### src/rtl/adder8_pkg.sv
// -----------------------------------------------------------------------------
// adder8_pkg
// Shared definitions for the adder8 result FIFO:
//   DEPTH_DEFAULT : default number of result entries
//   ENTRY_W       : stored entry width (sum[8], carry, overflow, mode)
//   entry_t       : packed entry layout, sum index 0 is the MSB
//   fifo_state_t  : occupancy state of the result FIFO
// -----------------------------------------------------------------------------
package adder8_pkg;

  localparam int DEPTH_DEFAULT = 4;
  localparam int ENTRY_W       = 11;

  typedef struct packed {
    logic [0:7] sum;
    logic       carry;
    logic       overflow;
    logic       mode;
  } entry_t;

  typedef enum logic [1:0] {
    ST_EMPTY   = 2'd0,
    ST_PARTIAL = 2'd1,
    ST_FULL    = 2'd2
  } fifo_state_t;

endpackage

### src/rtl/adder8_result_mem.sv
// -----------------------------------------------------------------------------
// adder8_result_mem
// DEPTH x ENTRY_W storage with one synchronous write port and one
// asynchronous read port. Contents are not reset.
// Ports:
//   clk    : write clock
//   we     : write enable
//   waddr  : write address
//   wdata  : write data
//   raddr  : read address
//   rdata  : combinational read data at raddr
// -----------------------------------------------------------------------------
module adder8_result_mem
  import adder8_pkg::*;
#(
  parameter int DEPTH = DEPTH_DEFAULT,
  parameter int AW    = (DEPTH > 1) ? $clog2(DEPTH) : 1
) (
  input  logic               clk,
  input  logic               we,
  input  logic [AW-1:0]      waddr,
  input  logic [ENTRY_W-1:0] wdata,
  input  logic [AW-1:0]      raddr,
  output logic [ENTRY_W-1:0] rdata
);

  logic [ENTRY_W-1:0] mem [DEPTH];

  always_ff @(posedge clk) begin
    if (we) begin
      mem[waddr] <= wdata;
    end
  end

  assign rdata = mem[raddr];

endmodule

### src/rtl/adder8_result_fifo.sv
// -----------------------------------------------------------------------------
// adder8_result_fifo
// Buffers adder8 results (sum, carry, overflow, mode) in push order and
// keeps overflow statistics over accepted results.
// Ports:
//   clk, rst            : clock, asynchronous active-high reset
//   in_valid / in_ready : producer handshake; push when both are high
//   in_sum, in_carry,
//   in_overflow, in_mode: result fields (in_sum index 0 is the MSB)
//   out_valid/out_ready : consumer handshake; pop when both are high
//   out_sum, out_carry,
//   out_overflow,out_mode: head entry fields, zero while empty
//   count               : entries held
//   ovf_sticky          : set by any accepted result with overflow
//   ovf_count           : saturating count of accepted overflow results
//   clr_stats           : synchronous clear of the statistics
// -----------------------------------------------------------------------------
module adder8_result_fifo
  import adder8_pkg::*;
#(
  parameter int DEPTH = DEPTH_DEFAULT,
  parameter int CW    = $clog2(DEPTH) + 1
) (
  input  logic          clk,
  input  logic          rst,
  input  logic          in_valid,
  output logic          in_ready,
  input  logic [0:7]    in_sum,
  input  logic          in_carry,
  input  logic          in_overflow,
  input  logic          in_mode,
  output logic          out_valid,
  input  logic          out_ready,
  output logic [0:7]    out_sum,
  output logic          out_carry,
  output logic          out_overflow,
  output logic          out_mode,
  output logic [CW-1:0] count,
  output logic          ovf_sticky,
  output logic [7:0]    ovf_count,
  input  logic          clr_stats
);

  localparam int AW = (DEPTH > 1) ? $clog2(DEPTH) : 1;

  fifo_state_t   state_q, state_d;
  logic [AW-1:0] wr_ptr_q, rd_ptr_q;
  logic [CW-1:0] count_q;
  logic          push, pop, push_ovf;
  entry_t        wr_entry, rd_entry;
  logic          sticky_q;
  logic [7:0]    ovf_cnt_q;

  function automatic logic [7:0] ovf_sat_inc(input logic [7:0] v);
    return (v == 8'hFF) ? v : v + 8'd1;
  endfunction

  // Handshakes: in_ready drops as soon as rst rises, before any edge.
  assign in_ready  = (state_q != ST_FULL) && !rst;
  assign out_valid = (state_q != ST_EMPTY);
  assign push      = in_valid && in_ready;
  assign pop       = out_valid && out_ready;
  assign push_ovf  = push && in_overflow;

  assign wr_entry = '{sum: in_sum, carry: in_carry, overflow: in_overflow, mode: in_mode};

  adder8_result_mem #(
    .DEPTH (DEPTH),
    .AW    (AW)
  ) u_mem (
    .clk   (clk),
    .we    (push),
    .waddr (wr_ptr_q),
    .wdata (wr_entry),
    .raddr (rd_ptr_q),
    .rdata (rd_entry)
  );

  // Head is read straight from storage; gating keeps outputs at zero while
  // empty, including during reset when storage still holds stale data.
  assign out_sum      = out_valid ? rd_entry.sum      : '0;
  assign out_carry    = out_valid ? rd_entry.carry    : 1'b0;
  assign out_overflow = out_valid ? rd_entry.overflow : 1'b0;
  assign out_mode     = out_valid ? rd_entry.mode     : 1'b0;
  assign count        = count_q;
  assign ovf_sticky   = sticky_q;
  assign ovf_count    = ovf_cnt_q;

  always_comb begin
    state_d = state_q;
    unique case (state_q)
      ST_EMPTY: begin
        if (push) state_d = ST_PARTIAL;
      end
      ST_PARTIAL: begin
        if (push && !pop && (count_q == CW'(DEPTH - 1))) begin
          state_d = ST_FULL;
        end else if (pop && !push && (count_q == CW'(1))) begin
          state_d = ST_EMPTY;
        end
      end
      ST_FULL: begin
        if (pop) state_d = ST_PARTIAL;
      end
      default: state_d = ST_EMPTY;
    endcase
  end

  // Pointers wrap naturally because DEPTH is a power of two.
  always_ff @(posedge clk or posedge rst) begin
    if (rst) begin
      state_q  <= ST_EMPTY;
      wr_ptr_q <= '0;
      rd_ptr_q <= '0;
      count_q  <= '0;
    end else begin
      state_q <= state_d;
      if (push) wr_ptr_q <= wr_ptr_q + AW'(1);
      if (pop)  rd_ptr_q <= rd_ptr_q + AW'(1);
      unique case ({push, pop})
        2'b10:   count_q <= count_q + CW'(1);
        2'b01:   count_q <= count_q - CW'(1);
        default: count_q <= count_q;
      endcase
    end
  end

  // A coincident overflow push wins over clr_stats.
  always_ff @(posedge clk or posedge rst) begin
    if (rst) begin
      sticky_q  <= 1'b0;
      ovf_cnt_q <= '0;
    end else begin
      if (push_ovf) begin
        sticky_q <= 1'b1;
      end else if (clr_stats) begin
        sticky_q <= 1'b0;
      end
      if (clr_stats) begin
        ovf_cnt_q <= push_ovf ? 8'd1 : 8'd0;
      end else if (push_ovf) begin
        ovf_cnt_q <= ovf_sat_inc(ovf_cnt_q);
      end
    end
  end

endmodule

### config.mk
export PLATFORM = sky130hd
export DESIGN_NAME = adder8_result_fifo
export DESIGN_NICKNAME = d
export VERILOG_FILES = /design/src/rtl/adder8_pkg.sv /design/src/rtl/adder8_result_mem.sv /design/src/rtl/adder8_result_fifo.sv
export SDC_FILE = /design/constraint.sdc
export NUM_CORES = 1
export LEC_CHECK = 0
export CORE_UTILIZATION = 35
export CTS_CLUSTER_SIZE = 14
export DETAILED_ROUTE_END_ITERATION = 8
export MAX_ROUTING_LAYER = met4
export PLACE_DENSITY = 0.59
export SETUP_SLACK_MARGIN = 0.1
export SLEW_MARGIN = 30
export SYNTH_ARGS = -nofsm -noshare
export SYNTH_HDL_FRONTEND = slang
export SYNTH_HIERARCHICAL = 1
export SYNTH_SLANG_ARGS = --single-unit
### constraint.sdc
create_clock -name clk -period 2.15 [get_ports clk]
set_input_delay 0.645 -clock clk [delete_from_list [all_inputs] [get_ports clk]]
set_output_delay 0.645 -clock clk [all_outputs]
set_load 0.005 [all_outputs]
## Word level (Yosys, flattened, before mapping)

Memory sizes are Yosys's and may differ from the RTL's.
Index checks and enable logic that the tools add are counted.

- RAM bits: 44
- Register bits: 18
- Word-level logic and storage cells: 59
- Memories: 1

- Muxes and demuxes: 18
- Eq/ne operators: 12
- $add $sub $neg: 5
- Reductions and logical operators: 17

Memories:

| name | depth | width | read ports | clocked after memory_dff | write ports | line | text |
|---|---|---|---|---|---|---|---|
| u_mem.mem | 4 | 11 | 1 | 0 | 1 | adder8_result_mem.sv:27 | `logic [ENTRY_W-1:0] mem [DEPTH];` |

Operators by type and width:

| kind | number |
|---|---|
| $mux W8 | 4 |
| $add A8 B1 Y8 const B | 1 |
| $eq A8 B8 Y1 const B | 1 |
| $logic_and A1 B1 Y1 | 8 |
| $mux W1 | 8 |
| $mux W2 | 4 |
| $ne A2 B2 Y1 const B | 4 |
| $pmux W2 S3 | 1 |
| $pmux W3 S2 | 1 |
| $reduce_bool A2 Y1 | 3 |
| $add A2 B1 Y2 const B | 2 |
| $eq A2 B1 Y1 const B | 2 |
| $eq A2 B2 Y1 const B | 2 |
| $add A3 B1 Y3 const B | 1 |
| $eq A3 B1 Y1 const B | 1 |
| $eq A3 B2 Y1 const B | 1 |
| $logic_not A1 Y1 | 3 |
| $ne A3 B3 Y1 const B | 1 |
| $reduce_and A3 Y1 | 1 |
| $sub A3 B1 Y3 const B | 1 |
| $logic_not A2 Y1 | 1 |
| $reduce_and A2 Y1 | 1 |

## Depth between registers and ports, before layout

- Word-level depth: 9
- Depth in mapped cells: 7
- Gate-level depth less buffers: 7

## Hierarchy

Netlist, hierarchy kept.

Modules (own cells, without submodules):

| module | instances | area an instance (um2) | cells each | seq. area each (um2) |
|---|---|---|---|---|
| adder8_result_mem | 1 | 1620.3 | 61 | 1321.3 |
| adder8_result_fifo | 1 | 1086.0 | 117 | 450.4 |

## Worst setup path after synthesis

No wires, ideal clock.

- Kind: input port to flip-flop
- Start: input port rst
- End: memory u_mem.mem[0][0] (enable)
- Stages on the path: 4
- Setup slack: -250 ps
- Path buffers: 0
- Data required time: 1754 ps
- Data arrival time: 2005 ps
- Cells stage by stage: and2b_1 -> nand2_1 -> inv_1 -> nor3b_1

- Longest elaborated chain between the ends: 5

Ends and longest elaborated chain:

| item | line | text |
|---|---|---|
| start, declared | adder8_result_fifo.sv:25 | `input logic rst,` |
| $logic_not A1 Y1 (no line) | n/a |  |
| $logic_and A1 B1 Y1 | adder8_result_fifo.sv:59 | `assign in_ready = (state_q != ST_FULL) && !rst;` |
| $logic_and A1 B1 Y1 | adder8_result_fifo.sv:61 | `assign push = in_valid && in_ready;` |
| net push | adder8_result_fifo.sv:49 | `logic push, pop, push_ovf;` |
| $mux W1 | adder8_result_mem.sv:30 | `if (we) begin` |
| $mux W1 (not written as such) | adder8_result_mem.sv:31 | `mem[waddr] <= wdata;` |
| end, declared | adder8_result_mem.sv:27 |  |

The timed path passes the listed nets, and every way through them passes these cells.

==> run_results.csv <==
group,metric,value,unit
pwr,power.total,4.21,mW
routing,vias,1717,
flow_run,maxCapViolCount,0,
cts,ctsHoldBuffers,0,
logic_synthesis,synthFlopType,"edfxtp_1",
routing,ant_nets,0,
critical_path,cp-start-kind,"flop",
placed_design,port_buffers,40,
logic_synthesis,synth_edf_count,44,
logic_synthesis,synth.net_count,201,
layout,fillers,651,
placed_design,place_congestion,0.792,
hold_path,hold_path.class,"in -> async",
timing,finalHoldViolCount,0,
timing,max_freq,422,MHz
cts,cts_inserted_buffers,9,
critical_path,r2r-start,"state_q[1]",
logic_synthesis,synth.distinct_cells,42,
critical_path,cp-end-kind,"output port",
die,start_util,36.7,%
logic_synthesis,synth_area_leaders,"edfxtp_1, dfrtp_1, mux4_2",
timing,slew_headroom,72.8,%
critical_path,cp_cell_sequence,"buf_6 > buf_12 > mux4_2 > and2_1 > buf_2",
routing,detail_route.iter0.violations,68,
cts,clockBufferDepth,2,
critical_path,crit_type,"reg -> out",
timing,clock_skew,0.00535,ns
placed_design,place_ws,-0.174,ns
grt,grt-busiest-layer,"met2",
die,die_area,8090,sq um
logic_synthesis,yosysWarnings,6,
layout,synthToLayoutAreaGrowth,36.4,%
critical_path,rr_endpoint,"state_q[0]",
timing,tns,-1.99,ns
pwr,p_sw_share,27.0,%
routing,drc_errors,0,
timing,setup_ws,-0.220,ns
grt,overflow,0,
grt,met2_usage,22.9,%
grt,grt_max_degree,19,
logic_synthesis,ys_seq_area_share,65.5,%
critical_path,slowest_delay,0.50,ns
timing,fin_crit_sh,110,%
critical_path,setup.reg_to_reg.worst_slack,0.28,ns
cts,cts_tree,"yes",
cts,clock_latency,0.34,ns
pwr,internal_power,3.07,mW
pwr,p_seq_share,37.4,%
die,io_pins,41,
grt,grt_usage,15.3,%
layout,multi_input_area,875,sq um
timing,min_period,2.37,ns
die,dieHeight,89.9,um
placed_design,post-dp-hpwl,3570,um
routing,routed_wirelength,5370,um
grt,grt_use_met1,19.4,%
timing,rsz0062_at_grt,"yes",
routing,avgRoutedWirePerCell,15.0,um
pwr,p_leak,1.44,nW
timing,finalSetupViolCount,11,
logic_synthesis,synth_cells,178,
die,core_area,7370,sq um
routing,dr.pass1.iters,4,
logic_synthesis,ys_top_cells_by_count,"edfxtp_1, dfrtp_1, and2_1",
grt,grt_pass1_vias,1767,
grt,antenna_found_initial,0,
critical_path,critPathRequiredTime,1.50,ns
logic_synthesis,avgSynthCellArea,15.2,sq um
cts,cts_root_buffer,"clkbuf_8",
layout,regArea,1770,sq um
critical_path,reg2reg_depth,7,
run_status,violations,"setup timing",
pwr,p_clk_share,26.7,%
routing,vias_per_cell,4.80,
pwr,p_sw,1.13,mW
pwr,ir_worst_vdd,0.000532,V
logic_synthesis,yosysMostFrequentCell,"edfxtp_1",
layout,drive_gt1_share,31.7,%
layout,diodes,0,
timing,worst-slew-pin-transition,0.403,ns
grt,grt_pass1_wl,8950,um
die,row_count,31,
critical_path,cp_data_arrival_time,1.73,ns
logic_synthesis,synth_top_area_share,48.8,%
logic_synthesis,async_reset_ff_share,29.0,%
critical_path,slowest_stage,"mux4_2",
grt,use_met3,4.40,%
cts,cts.reportedPaths.clkPinSlew,0.07,ns
die,dieWidth,89.9,um
run_status,outcome,"finished, violations left",
critical_path,worstPathMaxFanout,5,
logic_synthesis,ys_ff_latch,62,
timing,drv_slew,0,
logic_synthesis,synth_area_leader_cell,"edfxtp_1",
cts,cts_sinks,62,
logic_synthesis,mappedNetlistArea,2710,sq um
cts,cts_max_level,3,
pwr,power_density,1140,nW/um^2
layout,fin_nets,277,
pwr,comb_power_share,35.9,%
-- how the worst max path moves through the flow --
| stage | start | to | slack (ns) | depth (start not counted) |
|---|---|---|---|---|
| final | rd_ptr_q[0] | out_mode | -0.22 | 5 |
| after CTS | rd_ptr_q[0] | out_mode | -0.24 | 5 |
| after global placement | rst | in_ready | -0.19 | 3 |
| after floorplan | rst | u_mem/mem[0][0] | 0.14 | 4 |
| after detailed placement | rst | in_ready | -0.17 | 3 |
| after global routing | rd_ptr_q[0] | out_mode | -0.30 | 5 |
-- layer usage --
| metal | part of all wire, % | wire length [um] |
|---|---|---|
| met5 | 0 | 0 |
| met2 | 46 | 2480 |
| met1 | 48 | 2570 |
| met3 | 4.5 | 244 |
| met4 | 1.3 | 70 |
-- registers in the layout (all words and copies together), names as in the netlist --
signal / cells
u_mem/mem: 44
ovf_sticky: 1
wr_ptr_q: 2
state_q: 2
rd_ptr_q: 2
ovf_count: 8
count: 3
-- area by class of cell --
type / instances / share of cell area, %
timing repair buffer: 71 / 18.0
clock inverter: 7 / 2.68
clock buffer: 9 / 3.35
multi-input combinational: 101 / 23.7
tap: 99 / 3.35
sequential: 62 / 48.1
inverter: 9 / 0.915
-- cells by family after synthesis --
logic type | Yosys count | synth area share, %
multiplexers | 12 | 9.66
flip-flops | 62 | 65.5
XOR/XNOR | 6 | 1.94
AO/OA/AOI/OAI | 21 | 5.22
buffers and inverters | 15 | 2.73
adder cells (fa/ha/maj) | 7 | 3.24
AND/OR/NAND/NOR | 55 | 11.7
-- power groups by stage --
stage,combinational [mW],sequential (mW),clock (mW)
2_1_floorplan,0.710,1.58,0
3_3_place_gp,1.35,1.59,0
3_5_place_dp,1.36,1.59,0
4_1_cts,1.52,1.57,1.16
5_1_grt,1.66,1.59,1.20
6_report,1.51,1.57,1.12
-- timing repair --
item                       CTS  global route
gates cloned                 1             0
pin swaps                    0             0
setup buffers                5             1
setup endpoints to repair   13            14
gates resized for setup     61             5
-- cell usage in the layout (no fill, tap or decap), types with 3 or more instances in the layout --
cell type and count:
a21oi_1 4, buf_6 9, nand2_1 10, and3_1 3, nand3_1 6, clkinv_4 3
and2_4 4, inv_1 9, mux4_2 11, or4_1 3, o21ai_0 4, clkdlybuf4s50_1 26
edfxtp_1 44, xnor2_1 6, clkbuf_8 9, nor3_1 4, ha_1 7, and2_1 7
dfrtp_1 16, nor2_1 5, buf_2 7, buf_4 23
-- critical path, delay by kind of cell, from the launching register on --
| kind | cells | cell delay (ns) |
|---|---|---|
| and+or+nand+nor | 1 | 0.15 |
| muxes | 1 | 0.50 |
| buffers and inverters | 3 | 0.34 |
| DFF | 1 | 0.41 |
-- per-stage QoR --
step	std cells	instance area (sq um)	hold WS [ns]	util, %
4_1_cts	357	3680	0.474	49.9
6_report	358	3690	0.480	50.1
3_5_place_dp	335	3400	0.482	46.1
2_1_floorplan	178	2710	0.464	-
5_1_grt	358	3690	0.513	50.1
3_3_place_gp	335	3400	0.473	46.1
No activity file was read; power rests on OpenSTA's default activity.
==> RTL edit, RTL diff (same settings) <==
The package constant `DEPTH_DEFAULT` goes from 4 to 8.
--- a/src/rtl/adder8_pkg.sv
+++ b/src/rtl/adder8_pkg.sv
@@ -8,7 +8,7 @@
 // -----------------------------------------------------------------------------
 package adder8_pkg;
 
-  localparam int DEPTH_DEFAULT = 4;
+  localparam int DEPTH_DEFAULT = 8;
   localparam int ENTRY_W       = 11;
 
   typedef struct packed {
Ports: changed (resized count); port bits go from 41 to 42. The function was not compared with the original's and may differ.
==> RTL edit against the unedited design <==
The flow still finishes with violations (negative setup slack). Total power grew 68%. Critical path type unchanged. Design area up 63%. Routed wire length increased by 74%. Via count increased by 49%. Die area rose by 69%. Non-clock buffer count is 11 higher. Global-route usage increased by 0.33 points. Worst setup slack got worse by 360 ps. Synthesized cell count up 47%. Sequential cell count is 47 higher. Largest power group unchanged. First-iteration DRC count up 110%. Clock power rose by 47%. Area after synthesis is 71% higher.
==> RTL edit: results (changes against the unedited design) <==
Crit-path max FO = 5 (unchanged)
Worst Path Arrival = 2090 ps (was 1730 ps)
Register area share after synthesis = 68.4% (was 65.5%)
Num CTS Buffers = 9 (unchanged)
Avg Vias per Cell = 4.87 (was 4.80)
Largest register FFs = 88 (was 44)
Clock tree buffer depth = 2 (unchanged)
Cell count after synthesis = 262 (was 178)
Via count of the first global-routing pass = 2664 (was 1767)
Fraction of layout cells with a size suffix above 1 = 34.3% (was 31.7%)
Final net count = 372 (was 277)
First-pass GRT wire length = 14800 um (was 8950 um)
Run status = complete, but fails checks (unchanged)
Worst Hold Class = register to register (was input port to async pin)
Max_slew headroom = 75.5% (was 72.8%)
Final non-filler cell total = 525 (was 358)
Worst Skew = 4.87 ps (was 5.35 ps)
Largest delay share family, worst path = multiplexers (unchanged)
Drt first pass iters = 4 (unchanged)
Initial DRC Count = 142 (was 68)
Fillers = 1120 (was 651)
Slowest-stage cell, CP = dfrtp_2 (was mux4_2)
IO buf count = 41 (was 40)
Syn. warnings = 6 (unchanged)
Worst setup margin = -583 ps (was -220 ps)
Root Buffer Master = clkbuf_16 (was clkbuf_8)
Failing checks = negative setup slack (unchanged)
Ys flop type = edfxtp_1 (unchanged)
H-tree Lvls = 3 (unchanged)
Clk pin slew, worst setup/hold paths = 70 ps (about the same)
Tot GR Track Use = 15.6% (was 15.3%)
Leakage = 2.17 nW (was 1.44 nW)
Detailed Place HPWL = 5840 um (was 3570 um)
Register name with the most flops = u_mem/mem (unchanged)
Routed WL = 9330 um (was 5370 um)
# placed instances = 499 (was 335)
VDD IR max = 0.431 mV (was 0.532 mV)
Most common library cells after synthesis = edfxtp_1 (88), mux4_1 (22), dfrtp_1 (21), nor2_1 (15) (was edfxtp_1 (44), dfrtp_1 (18), and2_1 (11), mux4_2 (10), nand2_1 (10))
Setup violators final = 11 (unchanged)
Pin count of the biggest net entering global routing = 22 (was 19)
Fraction of registers with async set/reset = 19.3% (was 29.0%)
Distinct cells, synth = 35 (was 42)
Number of hold buffers added after cts = 0 (unchanged)
Initial antenna violation count = 0 (unchanged)
Synth area leaders = edfxtp_1 (57%), mux4_1 (12%), dfrtp_1 (11%), mux2_2 (3.2%), ha_1 (2.2%) (was edfxtp_1 (49%), dfrtp_1 (17%), mux4_2 (8.3%), ha_1 (3.2%), and2_1 (2.5%))
# diodes = 0 (unchanged)
Critical Path Max Stage Delay = 420 ps (was 500 ps)
EDFF count, synth = 88 (was 44)
Routability cong. = 0.810 (was 0.792)
Mapped Nets = 286 (was 201)
Clk_lat worst skew = 350 ps
[RTL edit: cell type report]
type | instances | area share (%)
Timing Repair Buffer | 82 | 14.4
Inverter | 9 | 0.624
Sequential cell | 109 | 52.7
Tap cell | 172 | 3.58
Clock inverter | 6 | 1.19
Clock buffer | 10 | 3.81
Multi-Input combinational cell | 137 | 23.7
[RTL edit: path summary, 6_finish.rpt]
check,startpoint,to,slack [ps],cells after the start
max in group asynchronous,rst,ovf_count[3],1250,4
hold reg to reg,wr_ptr_q[2],wr_ptr_q[2],500,1
setup reg to reg,state_q[1],count[3],290,8
setup / recovery,rd_ptr_q[0],out_sum[3],-580,7
min in group asynchronous,rst,state_q[1],650,4
hold / removal,wr_ptr_q[2],wr_ptr_q[2],500,1
[RTL edit: logic make-up (layout without fill, tap and decap cells)]
logic type	count (synthesis)	after routing	share of synthesized area, %
flip-flops	109	109	68.4
XOR/XNOR	8	8	1.51
adder cells (fa/ha/maj)	8	8	2.16
AO/OA/AOI/OAI	15	15	2.21
multiplexers	38	38	16.3
buffers and inverters	16	107	1.65
AND/OR/NAND/NOR	68	68	7.80
[RTL edit: metal layers]
layer	track usage, %	part of all wire [%]	up-vias	wire, um
met2	25.3	50	35	4640
met3	3.40	2.8	6	264
li1	-	-	1203	-
met4	4.05	1.1	0	107
met1	19.9	46	1315	4320
met5	-	0	-	0
[RTL edit: through the flow]
step	utilization (%)	hold WS, ps	area, um2	worst slack, ps	setup TNS (ps)
after global routing	47.1	519	6020	-641	-6530
after global placement	44.1	477	5630	-476	-26060
after detailed placement	44.1	482	5630	-478	-27360
after floorplan	-	457	4680	12.0	0
final	47.1	497	6020	-583	-5750
after CTS	47.0	492	6000	-598	-5950
[RTL edit: worst register-to-register path: stages, from the launching register on]
cell and delay, ps:
dfrtp_1 390, buf_4 160, and2b_2 230, nor2_4 160
inv_1 60, ha_1 270, nand4b_1 200, a21oi_1 170
xor2_1 150
[RTL edit: where the power goes]
group	switching [mW]	internal [mW]
clock network	0.736	0.916
registers	0.191	2.53
logic	1.03	1.64
total	1.96	5.09
[RTL edit: what timing repair did]
| action | 4_1_cts | 5_1_grt |
|---|---|---|
| cloned | 2 | 0 |
| pin swaps | 1 | 0 |
| endpoints found under the setup margin | 14 | 26 |
| gates resized for setup | 96 | 6 |
| buffers inserted | 8 | 0 |
| hold endpoints to repair | 0 | 0 |
